## src/rtl/truth_table_sweeper.sv

```systemverilog
// Sweeps every WIDTH-bit code through an external combinational decode stage and
// records its single-bit response in a 2^WIDTH-entry truth table, with a population count.
module truth_table_sweeper #(
  parameter int unsigned WIDTH  = 5,
  parameter int unsigned SETTLE = 1
) (
  input  logic                    clk,
  input  logic                    rst_n,
  input  logic                    start_i,
  input  logic                    abort_i,
  input  logic                    func_in_i,
  output logic [WIDTH-1:0]        code_out_o,
  output logic                    busy_o,
  output logic                    done_o,
  output logic                    result_valid_o,
  output logic [(2**WIDTH)-1:0]   table_out_o,
  output logic [WIDTH:0]          ones_count_o
);

  localparam int unsigned DEPTH = 2 ** WIDTH;

  localparam logic [1:0] IDLE   = 2'd0;
  localparam logic [1:0] DRIVE  = 2'd1;
  localparam logic [1:0] SAMPLE = 2'd2;
  localparam logic [1:0] FINISH = 2'd3;

  localparam logic [WIDTH-1:0] LAST_CODE   = {WIDTH{1'b1}};
  localparam logic [3:0]       SETTLE_LAST = 4'(SETTLE - 1);

  logic [1:0]       state_q,  state_d;
  logic [WIDTH-1:0] code_q,   code_d;
  logic [3:0]       settle_q, settle_d;
  logic [DEPTH-1:0] table_q,  table_d;
  logic [WIDTH:0]   ones_q,   ones_d;
  logic             valid_q,  valid_d;

  // Abort overrides every state; the partial table is left in place for debug.
  always_comb begin
    state_d  = state_q;
    code_d   = code_q;
    settle_d = settle_q;
    table_d  = table_q;
    ones_d   = ones_q;
    valid_d  = valid_q;
    if (abort_i) begin
      state_d  = IDLE;
      code_d   = '0;
      settle_d = '0;
      valid_d  = 1'b0;
    end else begin
      case (state_q)
        IDLE: begin
          if (start_i) begin
            table_d  = '0;
            ones_d   = '0;
            code_d   = '0;
            settle_d = '0;
            valid_d  = 1'b0;
            state_d  = DRIVE;
          end
        end
        DRIVE: begin
          if (settle_q == SETTLE_LAST) begin
            state_d = SAMPLE;
          end else begin
            settle_d = settle_q + 4'd1;
          end
        end
        SAMPLE: begin
          table_d[code_q] = func_in_i;
          ones_d          = ones_q + (WIDTH+1)'(func_in_i);
          // Terminal compare before the increment so the last code is sampled once.
          if (code_q == LAST_CODE) begin
            valid_d = 1'b1;
            state_d = FINISH;
          end else begin
            code_d   = code_q + 1'b1;
            settle_d = '0;
            state_d  = DRIVE;
          end
        end
        FINISH: begin
          state_d = IDLE;
        end
        default: begin
          state_d = IDLE;
        end
      endcase
    end
  end

  always_ff @(posedge clk or negedge rst_n) begin
    if (!rst_n) begin
      state_q  <= IDLE;
      code_q   <= '0;
      settle_q <= '0;
      table_q  <= '0;
      ones_q   <= '0;
      valid_q  <= 1'b0;
    end else begin
      state_q  <= state_d;
      code_q   <= code_d;
      settle_q <= settle_d;
      table_q  <= table_d;
      ones_q   <= ones_d;
      valid_q  <= valid_d;
    end
  end

  assign code_out_o     = code_q;
  assign busy_o         = (state_q == DRIVE) || (state_q == SAMPLE);
  assign done_o         = (state_q == FINISH);
  assign result_valid_o = valid_q;
  assign table_out_o    = table_q;
  assign ones_count_o   = ones_q;

endmodule

```

## config.mk

```make
export PLATFORM = sky130hd
export DESIGN_NAME = truth_table_sweeper
export DESIGN_NICKNAME = d
export VERILOG_FILES = /design/src/rtl/truth_table_sweeper.sv
export SDC_FILE = /design/constraint.sdc
export NUM_CORES = 1
export LEC_CHECK = 0
export BUFFER_PORTS_ARGS = -buffer_cell sky130_fd_sc_hd__buf_2
export CAP_MARGIN = 5
export CELL_PAD_IN_SITES_DETAIL_PLACEMENT = 0
export CELL_PAD_IN_SITES_GLOBAL_PLACEMENT = 1
export CORE_MARGIN = 2
export CORE_UTILIZATION = 45
export CTS_CLUSTER_SIZE = 8
export DETAILED_ROUTE_END_ITERATION = 7
export HOLD_SLACK_MARGIN = 0.05
export PLACE_DENSITY_LB_ADDON = 0.25
export SYNTH_ARGS = -nofsm -noshare
export SYNTH_HDL_FRONTEND = slang
export SYNTH_SLANG_ARGS = --single-unit
```

## constraint.sdc

```tcl
create_clock -name clk -period 4.5 [get_ports clk]
set_clock_uncertainty 0.2 [all_clocks]
set_input_delay 0.9 -clock clk [delete_from_list [all_inputs] [get_ports clk]]
set_output_delay 0.9 -clock clk [all_outputs]
set_load 0.03 [all_outputs]
```

==> results of run 1 <==
==> logic make-up after synthesis <==
| group | count (synthesis) |
|---|---|
| flops | 50 |
| compound gates | 28 |
| buf+inv | 35 |
| mux | 39 |
| simple gates | 123 |
| fa+ha+maj | 14 |
==> layout make-up <==
type	instances	area, sq um
tap	75	93.8
inverter	12	45.0
fill	595	2760
clock buffer	5	68.8
timing repair buffer	53	273
clock inverter	3	68.8
multi-input combinational	204	1430
sequential	50	1250
==> power by group <==
group	switching, uW	leakage [uW]	internal, uW
clock	157	0.0000683	223
combinational	121	0.000808	49.1
sequential	8.26	0.000696	457
total	287	0.00157	729
==> path summary, 6_finish.rpt <==
| check | to | slack [ns] |
|---|---|---|
| setup / recovery | table_out_o[31]$_DFFE_PN0P_ | 1.95 |
| hold / removal | ones_count_o[0]$_DFFE_PN0P_ | 0.32 |
| setup reg to reg | table_out_o[31]$_DFFE_PN0P_ | 1.95 |
| hold reg to reg | ones_count_o[0]$_DFFE_PN0P_ | 0.32 |
| max in group asynchronous | code_out_o[3]$_DFFE_PN0P_ | 3.19 |
| min in group asynchronous | ones_count_o[2]$_DFFE_PN0P_ | 0.49 |
==> cell usage in the layout (no fill, tap or decap), types with 2 or more instances in the layout <==
cell | netlist | layout
nor3b_1 | 4 | 4
or4_1 | 2 | 2
inv_1 | 12 | 12
mux2_2 | 2 | 2
or3_1 | 2 | 2
nor2b_1 | 6 | 6
o21ai_1 | 3 | 3
nor3_1 | 19 | 19
nand2b_1 | 7 | 7
nand2_1 | 38 | 38
a2111oi_0 | 3 | 3
a31oi_1 | 2 | 2
a22o_1 | 2 | 2
nand3b_1 | 4 | 4
mux2i_1 | 37 | 37
buf_4 | 1 | 3
clkbuf_8 | 0 | 5
o211ai_1 | 3 | 3
dfrtp_1 | 50 | 50
bufinv_16 | 0 | 2
nor2_1 | 3 | 3
o311ai_1 | 3 | 3
ha_1 | 14 | 14
a211oi_1 | 2 | 2
buf_2 | 5 | 50
nor4_1 | 2 | 2
nand4_1 | 2 | 2
nand3_1 | 28 | 28
==> routing by layer <==
| metal | vias up | GRT usage | part of all wire |
|---|---|---|---|
| li1 | 1110 | - | - |
| met1 | 1052 | 0.266 | 0.49 |
| met2 | 36 | 0.302 | 0.45 |
| met3 | 7 | 0.0398 | 0.041 |
| met4 | 0 | 0.0440 | 0.010 |
| met5 | - | 0 | 0 |
==> stage by stage <==
stage / util / area, sq um / instances / hold WS [ns]
2_1_floorplan: - / 2840 / 289 / 0.312
3_3_place_gp: 0.516 / 3090 / 394 / 0.309
3_5_place_dp: 0.516 / 3090 / 394 / 0.310
4_1_cts: 0.539 / 3230 / 402 / 0.331
5_1_grt: 0.539 / 3230 / 402 / 0.347
6_report: 0.539 / 3230 / 402 / 0.323
==> state kept, by name, indices dropped and copies added (netlist names) <==
name and flops:
state_q 2, code_out_o 5, table_out_o 32, settle_q 4, result_valid_o 1, ones_count_o 6
==> summary.txt, run 1 <==
Routed Antenna Nets -> 0
total number of vias -> 2205
post-cts resize count -> 0
top post-synthesis cells by area -> dfrtp_1, mux2i_1, ha_1
P per Cell Area -> 314 mW/mm^2
synthesized flop and latch total -> 50
routability cong. -> 0.744
pre-CTS setup slack -> 1.90 ns
area leader, netlist -> dfrtp_1
Root Buffer -> clkbuf_8
GRT Resource Usage Total -> 0.189
Post-synth EDFFs -> 0
CTS buffer count -> 5
Synth Area in Adders -> 0.0617
post-synthesis async set-or-reset flop share -> 1.00
CP Launch Type -> flop
Data arrival, critical path -> 2.55 ns
CTS tree -> done
Core Region -> 0.00599 sq mm
Final Hold Fails -> 0
Post CTS Setup Buffer Count -> 0
Die Height -> 83.4 um
clock transition at the registers of the reported paths -> 0.09 ns
post-synth top area share -> 0.441
crit-path max FO -> 32
critical path's top delay family -> simple AND/OR/NAND/NOR gates
largest family of logic cells by synthesized area -> simple AND/OR/NAND/NOR gates
worst hold path type -> reg -> reg
I/O pin count -> 51
worst path bufs/invs -> 1
final HPWL from detailed placement -> 4160 um
DR DRC count -> 0
hold path cells -> 1
compound-gate portion of the synthesized area -> 0.0789
Die ar. -> 0.00696 sq mm
post-synthesis mux area share -> 0.138
kind of critical path -> reg -> reg
worst hold start -> ones_count_o[0]$_DFFE_PN0P_
Setup-failing EPs final -> 0
post-layout min period -> 2.55 ns
Warnings, synthesis -> 0
Pre-antenna DRT Iters -> 4
f_max -> 393 MHz
Reg2Reg Launch Point -> state_q[0]$_DFFE_PN0P_
Nets -> 345
worst setup path startpoint -> state_q[0]$_DFFE_PN0P_
Final period util -> 0.566
Cell Rows -> 28
Reg2Reg Depth -> 4
initial core utilization -> 0.474
Post-Synthesis Cells -> 289
vias in the first global route -> 2210
Mapped Area -> 0.00284 sq mm
# port buffers -> 50
most common cell in the netlist -> dfrtp_1
DR WL/cell -> 15.5 um
Worst setup EP type -> flop
share of cells above drive strength 1 -> 0.202
post-synthesis simple-gate area fraction -> 0.225
DRT iter0 DRCs -> 136
Yosys cell types -> 45
number of diodes -> 0
RSZ-0062 raised after global routing -> false
H-tree depth -> 2
Crit path required time -> 4.51 ns
GRT overflow -> 0
Synth Net Count -> 308
Avg Cell Area, Syn -> 9.82 sq um
VDD IR-drop max -> 0.150 mV
area grow syn2layout -> 13.8%
Slowest-stage cell, CP -> nand2_1
Post-CTS Hold Buffers -> 0
Slew HR -> 0.334
worst skew pair latency -> 0.30 ns
Vias per Instance -> 5.49
CP Depth -> 4
Final Routed Wirelength -> 6230 um
status -> finished, final reports clean
largest net degree at the start of global routing -> 51
global-route wire length before repair -> 10800 um
CP cell instances -> inv_1 > ha_1 > nand2_1 > mux2i_1
final setup margin -> 1.95 ns
initial antenna violation count -> 0
max cap viols -> 0
Leak Pwr -> 0.00157 uW
Die Width -> 83.4 um
fin. max-slew vios -> 0
TNS Setup -> 0 ns
Pwr Total -> 1020 uW
Clock Path Buffers -> 2
largest stage delay on the critical path -> 0.74 ns
Worst Tran Pin Value -> 0.997 ns
sequential share of the synthesized area -> 0.441
Post-Synth XOR/XNOR Area -> 0
Primary FF master, synth -> dfrtp_1
Clock Sinks -> 50
most frequent cells after synthesis -> dfrtp_1, nand2_1, mux2i_1, nand3_1, nor3_1
Power figures use the tool's default switching activity.
==> inputs of run 2 (changes only) <==
--- a/config.mk
+++ b/config.mk
@@ -10,7 +10,7 @@
 export CELL_PAD_IN_SITES_DETAIL_PLACEMENT = 0
 export CELL_PAD_IN_SITES_GLOBAL_PLACEMENT = 1
 export CORE_MARGIN = 2
-export CORE_UTILIZATION = 45
+export CORE_UTILIZATION = 43
 export CTS_CLUSTER_SIZE = 8
 export DETAILED_ROUTE_END_ITERATION = 7
 export HOLD_SLACK_MARGIN = 0.05
==> constraint.sdc (replaced) <==
create_clock -name clk -period 2.4 [get_ports clk]
set_clock_uncertainty 0.2 [all_clocks]
set_input_delay 0.48 -clock clk [delete_from_list [all_inputs] [get_ports clk]]
set_output_delay 0.48 -clock clk [all_outputs]
set_load 0.03 [all_outputs]
==> run 2 against run 1 <==
Against the previous run:
- non-clock buffer count up 9
- total power up 70%
- cell count up 2.7%
- maximum frequency up 11%
- register-to-register slack worse by 1.9 ns
- combinational power up 110%
- critical endpoint is now settle_q[1]$_DFFE_PN0P_
- largest cell class unchanged
- highest routed layer unchanged
==> summary.txt, run 2 (same netlist as run 1, synthesis figures left out) <==
status -> finished, final reports clean
CTS tree -> done
crit-path max FO -> 10 (-69%)
DR DRC count -> 0 (unchanged)
Final period util -> 0.958 (+0.392)
Reg2Reg Launch Point -> code_out_o[0]$_DFFE_PN0P_
Die Height -> 85.2 um (+2.2%)
RSZ-0062 raised after global routing -> false
Core Region -> 0.00635 sq mm (+6.0%)
vias in the first global route -> 2204 (-0.27%)
R2R Setup Slk -> 0.10 ns (-1.85 ns)
Data arrival, critical path -> 2.28 ns (-0.27 ns)
final setup margin -> 0.100 ns (-1.85 ns)
fin. max-slew vios -> 0 (unchanged)
final HPWL from detailed placement -> 4600 um (+10%)
CTS buffer count -> 5 (unchanged)
Setup-failing EPs final -> 0 (unchanged)
Final Util -> 0.516 (-0.0228)
commonest non-fill, non-tap cell in the layout -> buf_2
post-layout min period -> 2.30 ns (-0.247 ns)
fillers -> 613 (+3.0%)
worst path bufs/invs -> 0 (-1)
DR WL/cell -> 15.8 um (+2.0%)
Die Width -> 85.2 um (+2.2%)
DRT iter0 DRCs -> 142 (+4.4%)
total number of vias -> 2294 (+4.0%)
I/O pin count -> 51 (unchanged)
number of diodes -> 0 (unchanged)
Cell Rows -> 29 (+3.6%)
Multi-input gate area -> 0.00143 sq mm (+0.26%)
register area -> 0.00125 sq mm (about the same)
Crit path required time -> 2.38 ns (-2.13 ns)
global-route wire length before repair -> 11100 um (+2.1%)
CP Launch Type -> flop
Vias per Instance -> 5.55 (+1.3%)
Clock Path Buffers -> 2 (unchanged)
GRT overflow -> 0 (unchanged)
critical path's most frequent cell -> ha_1
Nets -> 354 (+2.6%)
Reg2Reg Depth -> 6 (+2)
Worst setup EP type -> flop
share of cells above drive strength 1 -> 0.220 (+0.0184)
max cap viols -> 0 (unchanged)
Routed Antenna Nets -> 0 (unchanged)
Reg-to-Reg End -> settle_q[1]$_DFFE_PN0P_
clock transition at the registers of the reported paths -> 0.10 ns (about the same)
critical path's top delay family -> simple AND/OR/NAND/NOR gates
pre-CTS setup slack -> 0.0649 ns (-1.83 ns)
kind of critical path -> reg -> reg
Worst Tran Pin Value -> 0.612 ns (-0.385 ns)
Final Hold Fails -> 0 (unchanged)
most frequent cells in the layout -> buf_2, dfrtp_1, nand2_1
worst skew pair latency -> 0.31 ns (about the same)
Clock Sinks -> 50 (unchanged)
area grow syn2layout -> 15.6%
TNS Setup -> 0 ns (unchanged)
initial core utilization -> 0.447 (-0.0268)
Pre-antenna DRT Iters -> 4 (unchanged)
Leak Pwr -> 0.00159 uW (+1.4%)
routability cong. -> 0.793 (+6.5%)
CP cell instances -> ha_1 > and3_1 > ha_1 > and2_4 > or4_4 > o32ai_1
P per Cell Area -> 526 mW/mm^2 (+67%)
GRT Resource Usage Total -> 0.189 (-0.000290)
Post CTS Setup Buffer Count -> 0 (unchanged)
worst hold start -> table_out_o[20]$_DFFE_PN0P_
# port buffers -> 50 (unchanged)
f_max -> 435 MHz (+11%)
initial antenna violation count -> 0 (unchanged)
largest stage delay on the critical path -> 0.53 ns (-0.21 ns)
Slew HR -> 0.592 (+0.258)
max FFs per register -> 32 (unchanged)
Slowest-stage cell, CP -> or4_4
Die ar. -> 0.00727 sq mm (+4.4%)
VDD IR-drop max -> 0.290 mV (+93%)
Root Buffer -> clkbuf_8
hold path cells -> 2 (+1)
Final Routed Wirelength -> 6530 um (+4.8%)
Worst Hold Endpoint -> table_out_o[20]$_DFFE_PN0P_
worst hold path type -> reg -> reg
H-tree depth -> 2 (unchanged)
largest net degree at the start of global routing -> 36 (-29%)
run 2: cell count changes in the layout (fill, tap and decap cells not counted), sizes merged:
cell | previous run | this run
buf | 53 | 61
bufinv | 2 | 0
clkbuf | 5 | 7
clkinv | 1 | 0
clkinvlp | 0 | 1
dlygate4sd3 | 0 | 1
run 2: how the worst max path moves through the flow:
stage                                         start                      end  slack [ns]  cells past startpoint
after global placement    code_out_o[0]$_DFFE_PN0P_  settle_q[0]$_DFFE_PN0P_        0.19                      6
after CTS                 code_out_o[0]$_DFFE_PN0P_  settle_q[1]$_DFFE_PN0P_        0.03                      6
after detailed placement  code_out_o[0]$_DFFE_PN0P_  settle_q[1]$_DFFE_PN0P_        0.06                      6
after floorplan           code_out_o[1]$_DFFE_PN0P_  settle_q[2]$_DFFE_PN0P_        0.01                      7
final                     code_out_o[0]$_DFFE_PN0P_  settle_q[1]$_DFFE_PN0P_        0.10                      6
after global routing      code_out_o[0]$_DFFE_PN0P_  settle_q[1]$_DFFE_PN0P_        0.02                      6
run 2: cell type report:
type	count	area share
clock buffer	7	0.0233
clock inverter	1	0.00229
timing repair buffer	62	0.112
sequential	50	0.382
inverter	12	0.0137
tap	77	0.0294
multi-input combinational	204	0.437
run 2: what timing repair did:
| action | 4_1_cts | 5_1_grt |
|---|---|---|
| resized for setup | 0 | 2 |
| endpoints found under the setup margin | 0 | 6 |
| hold buffers | 1 | 0 |
| endpoints found under the hold margin | 24 | 0 |
run 2: where the power goes:
part	switching, uW	leakage (uW)	internal [uW]
clock network	292	0.0000385	207
logic	237	0.000861	117
registers	16.3	0.000695	857
run 2: stage by stage:
step | area (sq um) | instances | power, uW | hold slack, ns
floorplan | 2840 | 289 | 1130 | -0.0156
global placement | 3180 | 404 | 1240 | 0.312
detailed placement | 3180 | 404 | 1240 | 0.311
CTS | 3280 | 413 | 1740 | 0.332
global route | 3280 | 413 | 1810 | 0.348
finish | 3280 | 413 | 1730 | 0.326
run 2: worst reg2reg max path, cell delays in order, from the launching register on:
cell and delay (ns):
dfrtp_2 0.45, ha_1 0.25, and3_1 0.20, ha_1 0.19, and2_4 0.17, or4_4 0.53, o32ai_1 0.19
run 2: routing by layer:
metal	GRT usage	wire, um
met1	0.273	3180
met4	0.0447	57
met2	0.295	2970
met5	0	0
met3	0.0360	323
==> inputs of run 3 (changes only) <==
--- a/config.mk
+++ b/config.mk
@@ -14,6 +14,7 @@
 export CTS_CLUSTER_SIZE = 8
 export DETAILED_ROUTE_END_ITERATION = 7
 export HOLD_SLACK_MARGIN = 0.05
+export MAX_ROUTING_LAYER = met4
 export PLACE_DENSITY_LB_ADDON = 0.25
 export SYNTH_ARGS = -nofsm -noshare
 export SYNTH_HDL_FRONTEND = slang
==> run 3 against run 2 <==
Against the previous run:
- register-to-register slack about the same
- maximum frequency unchanged
- critical path depth stayed put
- cell count unchanged
- cell area stayed put
- combinational power about the same
- critical endpoint unchanged
- largest power group unchanged
- highest routed layer unchanged
==> summary.txt, run 3 (same netlist as run 1, synthesis figures left out) <==
largest net degree at the start of global routing -> 36 (unchanged)
RSZ-0062 raised after global routing -> false
P per Cell Area -> 526 mW/mm^2 (about the same)
GRT Resource Usage Total -> 0.195 (+0.00570)
Die Width -> 85.2 um (unchanged)
kind of critical path -> reg -> reg
post-placement cell count -> 404 (unchanged)
Crit path required time -> 2.38 ns (about the same)
number of diodes -> 0 (unchanged)
initial antenna violation count -> 0 (unchanged)
Final Routed Wirelength -> 6530 um (about the same)
worst path bufs/invs -> 0 (unchanged)
Routed Antenna Nets -> 0 (unchanged)
critical path's most frequent cell -> ha_1
R2R Setup Slk -> 0.10 ns (about the same)
Die Height -> 85.2 um (unchanged)
worst skew pair latency -> 0.31 ns (about the same)
share of cells above drive strength 1 -> 0.220 (unchanged)
post-layout min period -> 2.30 ns (unchanged)
Worst Tran Pin Value -> 0.612 ns (unchanged)
CTS tree -> done
worst hold path type -> reg -> reg
Reg2Reg Depth -> 6 (unchanged)
Nets -> 354 (unchanged)
largest stage delay on the critical path -> 0.53 ns (about the same)
Core Region -> 0.00635 sq mm (unchanged)
worst setup path startpoint -> code_out_o[0]$_DFFE_PN0P_
CP cell instances -> ha_1 > and3_1 > ha_1 > and2_4 > or4_4 > o32ai_1
# port buffers -> 50 (unchanged)
Clock Sinks -> 50 (unchanged)
status -> finished, final reports clean
Setup-failing EPs final -> 0 (unchanged)
Reg2Reg Launch Point -> code_out_o[0]$_DFFE_PN0P_
Worst setup EP type -> flop
DR WL/cell -> 15.8 um (about the same)
commonest non-fill, non-tap cell in the layout -> buf_2
Pre-antenna DRT Iters -> 4 (unchanged)
Vias per Instance -> 5.56 (about the same)
max FFs per register -> 32 (unchanged)
critical path's top delay family -> simple AND/OR/NAND/NOR gates
Leak Pwr -> 0.00159 uW (unchanged)
global-route wire length before repair -> 11100 um (unchanged)
Worst setup endpoint -> settle_q[1]$_DFFE_PN0P_
CP Launch Type -> flop
Root Buffer -> clkbuf_8
routability cong. -> 0.804 (+1.4%)
f_max -> 435 MHz (unchanged)
clock transition at the registers of the reported paths -> 0.10 ns (about the same)
VDD IR-drop max -> 0.290 mV (unchanged)
I/O pin count -> 51 (unchanged)
initial core utilization -> 0.447 (unchanged)
area grow syn2layout -> 15.6% (unchanged)
crit-path max FO -> 10 (unchanged)
GRT overflow -> 0 (unchanged)
final HPWL from detailed placement -> 4600 um (unchanged)
max cap viols -> 0 (unchanged)
Die ar. -> 0.00727 sq mm (unchanged)
Slowest-stage cell, CP -> or4_4
total number of vias -> 2296 (+0.087%)
H-tree depth -> 2 (unchanged)
most frequent cells in the layout -> buf_2, dfrtp_1, nand2_1
TNS Setup -> 0 ns (unchanged)
Data arrival, critical path -> 2.28 ns (about the same)
Reg-to-Reg End -> settle_q[1]$_DFFE_PN0P_
Slew HR -> 0.592 (unchanged)
Layout Cells excl Fill -> 413 (unchanged)
DR DRC count -> 0 (unchanged)
CP Depth -> 6 (unchanged)
CTS buffer count -> 5 (unchanged)
fin. max-slew vios -> 0 (unchanged)
Final period util -> 0.958 (unchanged)
vias in the first global route -> 2204 (unchanged)
fillers -> 613 (unchanged)
DRT iter0 DRCs -> 142 (unchanged)
Cell Rows -> 29 (unchanged)
Final Hold Fails -> 0 (unchanged)
Clock Path Buffers -> 2 (unchanged)
Post CTS Setup Buffer Count -> 0 (unchanged)
-- run 3: cell counts in the layout (fill, tap and decap cells not counted) --
No cell type changed its count.
-- run 3: area by class of cell --
class / instances / area [sq um] / area share
multi-input cells: 204 / 1430 / 0.437
inverters: 12 / 45.0 / 0.0137
clock buffers: 7 / 76.3 / 0.0233
repair buffers: 62 / 368 / 0.112
flip-flops and latches: 50 / 1250 / 0.382
clock inverters: 1 / 7.51 / 0.00229
well taps: 77 / 96.3 / 0.0294
-- run 3: layer usage --
| metal | wire, um | vias up | track usage |
|---|---|---|---|
| met2 | 2970 | 56 | 0.295 |
| met5 | 0 | - | - |
| met1 | 3190 | 1117 | 0.274 |
| met3 | 313 | 5 | 0.0340 |
| li1 | - | 1118 | - |
| met4 | 57 | 0 | 0.0447 |
-- run 3: repair_timing --
action / 4_1_cts / 5_1_grt
hold buffers: 1 / 0
endpoints found under the hold margin: 24 / 0
endpoints found under the setup margin: 0 / 6
resized for setup: 0 / 2
-- run 3: worst register-to-register path: stages (launching register included) --
cell	delay (ns)
dfrtp_2	0.45
ha_1	0.25
and3_1	0.20
ha_1	0.19
and2_4	0.17
or4_4	0.53
o32ai_1	0.19
-- run 3: stage by stage --
step | instance area (sq um) | utilization | power, uW | worst slack (ns) | hold slack [ns]
6_report | 3280 | 0.516 | 1730 | 0.100 | 0.326
5_1_grt | 3280 | 0.516 | 1810 | 0.0220 | 0.348
4_1_cts | 3280 | 0.516 | 1740 | 0.0262 | 0.332
3_5_place_dp | 3180 | 0.501 | 1240 | 0.0649 | 0.311
3_3_place_gp | 3180 | 0.501 | 1240 | 0.193 | 0.312
2_1_floorplan | 2840 | - | 1130 | 0.0140 | -0.0156
-- run 3: how the worst min path moves through the flow --
| stage | startpoint | endpoint | slack (ns) | depth (start not counted) |
|---|---|---|---|---|
| 5_1_grt | ones_count_o[5]$_DFFE_PN0P_ | ones_count_o[5]$_DFFE_PN0P_ | 0.35 | 1 |
| 6_report | table_out_o[20]$_DFFE_PN0P_ | table_out_o[20]$_DFFE_PN0P_ | 0.33 | 2 |
| 4_1_cts | table_out_o[20]$_DFFE_PN0P_ | table_out_o[20]$_DFFE_PN0P_ | 0.33 | 2 |
| 2_1_floorplan | rst_n | code_out_o[0]$_DFFE_PN0P_ | -0.02 | 0 |
| 3_3_place_gp | table_out_o[26]$_DFFE_PN0P_ | table_out_o[26]$_DFFE_PN0P_ | 0.31 | 2 |
| 3_5_place_dp | table_out_o[24]$_DFFE_PN0P_ | table_out_o[24]$_DFFE_PN0P_ | 0.31 | 2 |
-- run 3: power breakdown --
group,switching [uW],leakage (uW),internal [uW]
registers,16.3,0.000695,857
clock network,292,0.0000385,207
logic,237,0.000861,117
